==> src/rtl/display_arbiter.sv <==
// Round-robin arbiter sharing the 8-digit seven-segment path between requesters.
// A newly shown value owns the display for at least HOLD_CYCLES before others may take over.
module display_arbiter #(
  parameter int N_REQ       = 3,
  parameter int HOLD_CYCLES = 50_000_000,
  parameter int CNT_W       = 26
) (
  input  logic                 clock,
  input  logic                 reset,
  input  logic [N_REQ-1:0]     req_valid,
  input  logic [28*N_REQ-1:0]  req_data,
  output logic [N_REQ-1:0]     req_ready,
  input  logic                 freeze,
  output logic [27:0]          binario,
  output logic [2:0]           owner,
  output logic                 shown_valid,
  output logic                 hold_active,
  output logic                 overflow
);

  typedef enum logic [1:0] {IDLE, HOLD, OPEN} state_t;

  localparam int unsigned       NR        = N_REQ;
  localparam logic [CNT_W-1:0]  RELOAD    = CNT_W'(HOLD_CYCLES - 1);
  localparam logic [27:0]       MAX_SHOWN = 28'd99_999_999;

  state_t             state_q, state_d;
  logic [CNT_W-1:0]   cnt_q, cnt_d;
  logic [2:0]         last_q, last_d;
  logic [2:0]         owner_d;
  logic [27:0]        bin_d;
  logic               ovf_d, shown_d;
  logic [N_REQ-1:0]   ready_d;

  logic [7:0]         cand;
  logic [27:0]        data_arr [8];
  logic [2:0]         rr_base, rr_win;
  logic               rr_found;
  logic               accept;
  logic [2:0]         win_sel;

  // A requester whose ready pulse is still high is not a candidate.
  always_comb begin
    cand = '0;
    cand[N_REQ-1:0] = req_valid & ~req_ready;
  end

  for (genvar g = 0; g < 8; g++) begin : g_unpack
    if (g < N_REQ) begin : g_used
      assign data_arr[g] = req_data[28*g+27 : 28*g];
    end else begin : g_unused
      assign data_arr[g] = '0;
    end
  end

  assign rr_base = (state_q == OPEN) ? owner : last_q;

  always_comb begin
    logic [2:0] idx;
    idx      = '0;
    rr_found = 1'b0;
    rr_win   = '0;
    for (int unsigned k = 1; k <= NR; k++) begin
      idx = 3'((32'(rr_base) + k) % NR);
      if (!rr_found && cand[idx]) begin
        rr_found = 1'b1;
        rr_win   = idx;
      end
    end
  end

  always_comb begin
    state_d = state_q;
    cnt_d   = cnt_q;
    accept  = 1'b0;
    win_sel = rr_win;
    case (state_q)
      IDLE, OPEN: begin
        if (!freeze && rr_found) begin
          accept  = 1'b1;
          state_d = HOLD;
          cnt_d   = RELOAD;
        end
      end
      HOLD: begin
        // Owner refresh wins over expiry in the same cycle.
        if (!freeze) begin
          if (cand[owner]) begin
            accept  = 1'b1;
            win_sel = owner;
            cnt_d   = RELOAD;
          end else if (cnt_q == '0) begin
            state_d = OPEN;
          end else begin
            cnt_d = cnt_q - CNT_W'(1);
          end
        end
      end
      default: state_d = IDLE;
    endcase

    bin_d   = binario;
    owner_d = owner;
    ovf_d   = overflow;
    shown_d = shown_valid;
    last_d  = last_q;
    ready_d = '0;
    if (accept) begin
      bin_d   = data_arr[win_sel];
      owner_d = win_sel;
      ovf_d   = data_arr[win_sel] > MAX_SHOWN;
      shown_d = 1'b1;
      last_d  = win_sel;
      for (int unsigned i = 0; i < NR; i++) begin
        ready_d[i] = (win_sel == 3'(i));
      end
    end
  end

  always_ff @(posedge clock or negedge reset) begin
    if (!reset) begin
      state_q     <= IDLE;
      cnt_q       <= '0;
      last_q      <= 3'(N_REQ - 1);
      owner       <= '0;
      binario     <= '0;
      overflow    <= 1'b0;
      shown_valid <= 1'b0;
      req_ready   <= '0;
    end else begin
      state_q     <= state_d;
      cnt_q       <= cnt_d;
      last_q      <= last_d;
      owner       <= owner_d;
      binario     <= bin_d;
      overflow    <= ovf_d;
      shown_valid <= shown_d;
      req_ready   <= ready_d;
    end
  end

  assign hold_active = (state_q == HOLD);

endmodule

==> config.mk <==
export PLATFORM = sky130hd
export DESIGN_NAME = display_arbiter
export DESIGN_NICKNAME = d
export VERILOG_FILES = /design/src/rtl/display_arbiter.sv
export SDC_FILE = /design/constraint.sdc
export NUM_CORES = 1
export LEC_CHECK = 0
export BUFFER_PORTS_ARGS = -buffer_cell sky130_fd_sc_hd__buf_4
export CAP_MARGIN = 40
export CORE_MARGIN = 2
export CORE_UTILIZATION = 45
export DETAILED_ROUTE_END_ITERATION = 6
export PLACE_DENSITY = 0.76
export SYNTH_ARGS = -nofsm -noshare
export SYNTH_HDL_FRONTEND = slang
export SYNTH_SLANG_ARGS = --single-unit
==> constraint.sdc <==
create_clock -name clock -period 6.15 [get_ports clock]
set_clock_uncertainty 0.05 [all_clocks]
set_input_delay 0.615 -clock clock [delete_from_list [all_inputs] [get_ports clock]]
set_output_delay 0.615 -clock clock [all_outputs]
set_load 0.02 [all_outputs]
==> run summary <==
Core Util, Final = 0.577
Max-cap violations = 0
Worst-Skew Late Latency = 0.34 ns
Critical Path AT = 5.92 ns
Syn Area/Cell = 8.61 um2
Status = finished clean
Worst-path clk slew = 0.07 ns
Setup tns final = 0 ns
IO buf count = 126
LEAKAGE = 2.83 nW
Max clock buf depth = 2
Drt pass-1 iters = 5
Hold Vio Cnt, Final = 0
Power share of the clock group = 0.099
# diodes = 0
Via density = 5.70
GR Overflow Total = 0
Largest family of logic cells by synthesized area = simple AND/OR/NAND/NOR gates
Worst r2r path cells = 23
Hold Crit Class = in -> async
Worst slew pin tran = 0.832 ns
Vert. Die Dim = 110 um
Simple-gate share of the synthesized area = 0.251
Vias in the first global route = 4783
Tmin final = 5.70 ns
Fin nets = 800
Layout cells sized above 1 = 0.272
Synth async-reset ratio = 1.00
Die ar. = 0.0121 mm2
Int Pwr = 2.09 mW
Core area = 0.0109 mm2
Hold_buf cts = 0
Clock root buffer = clkbuf_8
Worst path max stage delay = 0.47 ns
Post-Synth Adder-Cell Area = 0.0442
Post-synth EDFFs = 0
Die Wd = 110 um
CTS tree = yes
RSZ-0062 raised after global routing = no
Worst vdd ir = 0.000548 V
Total routed wirelength = 13700 um
Kind of critical path = reg -> reg
Sw power = 2.08 mW
Share of the yosys chip area belonging to registers = 0.323
Synth Net Count = 692
Slew headroom = 0.445
Pin count of the biggest net entering global routing = 66
Final setup viols = 0
Post-synthesis mux area share = 0.0837
Area grow syn2layout = 24.8%
Worst Setup End Kind = flop
Post-Synth XOR/XNOR Area = 0.0365
DRC violation count after routing = 0
Most frequent cell on the critical path = ha_1
Crit path required time = 6.37 ns
Total GRT Usage = 0.233
Worst-path cell chain = and3b_1 > a21o_2 > inv_2 > ha_1 > and2_1 > a21oi_1 > nor2_1 > ha_1 > ha_1 > inv_1 > and3_1 > xnor2_1 > ha_1 > nor3_1 > mux2_2 > a31oi_1 > o21a_1 > mux2_4 > a211oi_4 > o31a_2 > buf_4 > a2111oi_0 > a21oi_1
1st-iter DRT viols = 219
Power density cells = 663 mW/mm2
Row count = 38
Detail Placement HPWL = 10400 um
Via count = 4778
Crit start category = flop
Placed cell count = 822
Htree depth = 3
Number of buffers created by CTS = 9
Slowest stage cell, crit path = dfrtp_1
Peak fanout along the critical path = 19
Per-cell routed wire length = 16.4 um
Compound-gate portion of the synthesized area = 0.208
Max Fclk = 176 MHz
Synth Cell Area = 0.00503 mm2
Num ports = 127
Initial antenna violation count = 0
Layout Cells excl Fill = 838
Initial Utilization = 0.462
Flops & latches, synth = 65
Switching Share = 0.499
Syn. warnings = 0
Main flop type after synthesis = dfrtp_1
First-pass GRT wire length = 22100 um
Clock sinks = 65
Cell variety after synth = 82
Period utilisation layout = 0.926
Gpl congestion = 0.939
Slew Viols, Final = 0
Mapped Cells = 585
Gate power share = 0.741
Remaining antenna violation count = 0
Sequential share of power = 0.160
## logic make-up (layout without fill, tap and decap cells)
kind of cell             Yosys count  after routing
AND/OR/NAND/NOR                  232            232
AO/OA/AOI/OAI                    154            154
flip-flops                        65             65
buffers and inverters             54            167
multiplexers                      41             41
XOR/XNOR                          21             21
adder cells (fa/ha/maj)           18             18
## worst paths after layout
kind                       slack, ns        start      endpoint
setup reg to reg                0.45   state_q[0]      overflow
hold / removal                  0.32        reset    binario[6]
max in group asynchronous       5.18        reset  req_ready[0]
min in group clock              0.43  shown_valid   shown_valid
setup / recovery                0.45   state_q[0]      overflow
hold reg to reg                 0.43  shown_valid   shown_valid
## per-layer routing
metal	GRT usage	wire length (um)
met1	0.280	5890
met2	0.401	6700
met3	0.0545	846
met4	0.0949	278
met5	0	0
## metrics by stage
step	power, mW	hold WS, ns	instance area (um2)	worst slack [ns]
after CTS	4.16	0.344	6280	0.316
after detailed placement	3.74	0.407	6060	0.331
after global routing	4.53	0.363	6280	0.0224
after global placement	3.64	0.400	6060	0.524
after floorplan	3.07	0.269	5030	0.982
final	4.17	0.316	6280	0.453
## power by group through the flow
stage                     registers (mW)  clock network (mW)  logic, mW
after floorplan                    0.748                   0       2.32
after global routing               0.684               0.436       3.41
after detailed placement           0.669                   0       3.07
after CTS                          0.666               0.419       3.08
final                              0.667               0.411       3.09
after global placement             0.664                   0       2.97
## synthesized netlist by cell type (7+ instances only)
library cell / instances / area share
or3_1: 7 / 0.0087
nand3_1: 9 / 0.0089
ha_1: 17 / 0.042
buf_2: 8 / 0.0080
and3_1: 8 / 0.0099
nand2_1: 58 / 0.043
nor2_1: 56 / 0.042
or4_1: 7 / 0.010
nor3_1: 16 / 0.016
clkbuf_1: 16 / 0.012
dfrtp_1: 64 / 0.32
inv_1: 13 / 0.0097
a21oi_1: 43 / 0.043
o21ai_1: 28 / 0.028
xnor2_1: 16 / 0.028
o21ai_0: 18 / 0.018
and2_1: 13 / 0.016
nand2b_1: 12 / 0.015
mux2i_1: 35 / 0.070
## repair_timing
| action | CTS | global route |
|---|---|---|
| gates resized for setup | 0 | 1 |
| setup endpoints to repair | 0 | 41 |
| buffers inserted | 0 | 0 |
## final cells by class
class	instances	area, um2
fillers	949	4610
multi-input cells	466	3170
clock buffers	14	163
flip-flops and latches	65	1630
clock inverters	2	60.1
inverters	16	60.1
repair buffers	135	1030
well taps	140	175
## flip-flops by register name, indices dropped and copies added (netlist names)
name         cells
shown_valid      1
last_q           1
owner            3
overflow         1
state_q          2
binario         28
req_ready        3
cnt_q           26
## critical path: cells and delay by family, from the launching register on
kind / cells / cell delay, ns
compound gates: 8 / 1.92
fa+ha+maj: 4 / 1.04
simple gates: 5 / 0.90
mux: 2 / 0.61
buf+inv: 3 / 0.47
flops: 1 / 0.47
xor+xnor: 1 / 0.16
## placed cells by master, fill, tap and decap left out, types with 5 or more instances in the layout
| cell | instances |
|---|---|
| nor4_1 | 6 |
| buf_4 | 134 |
| and2_1 | 13 |
| or3_1 | 7 |
| nor3_1 | 16 |
| a21o_1 | 5 |
| inv_1 | 13 |
| nand4_1 | 6 |
| o21ai_0 | 18 |
| o211ai_1 | 6 |
| and3_1 | 8 |
| nand3_1 | 9 |
| or4_1 | 7 |
| o21a_1 | 6 |
| a21oi_1 | 43 |
| nor2_1 | 56 |
| dfrtp_1 | 64 |
| a31oi_1 | 6 |
| nor2b_1 | 5 |
| ha_1 | 17 |
| a211oi_1 | 5 |
| xor2_1 | 5 |
| o21ai_1 | 28 |
| mux2i_1 | 35 |
| nand2_1 | 58 |
| xnor2_1 | 16 |
| nor4_2 | 6 |
| nand2b_1 | 12 |
| clkbuf_8 | 11 |
No activity file was read; power rests on OpenSTA's default activity.
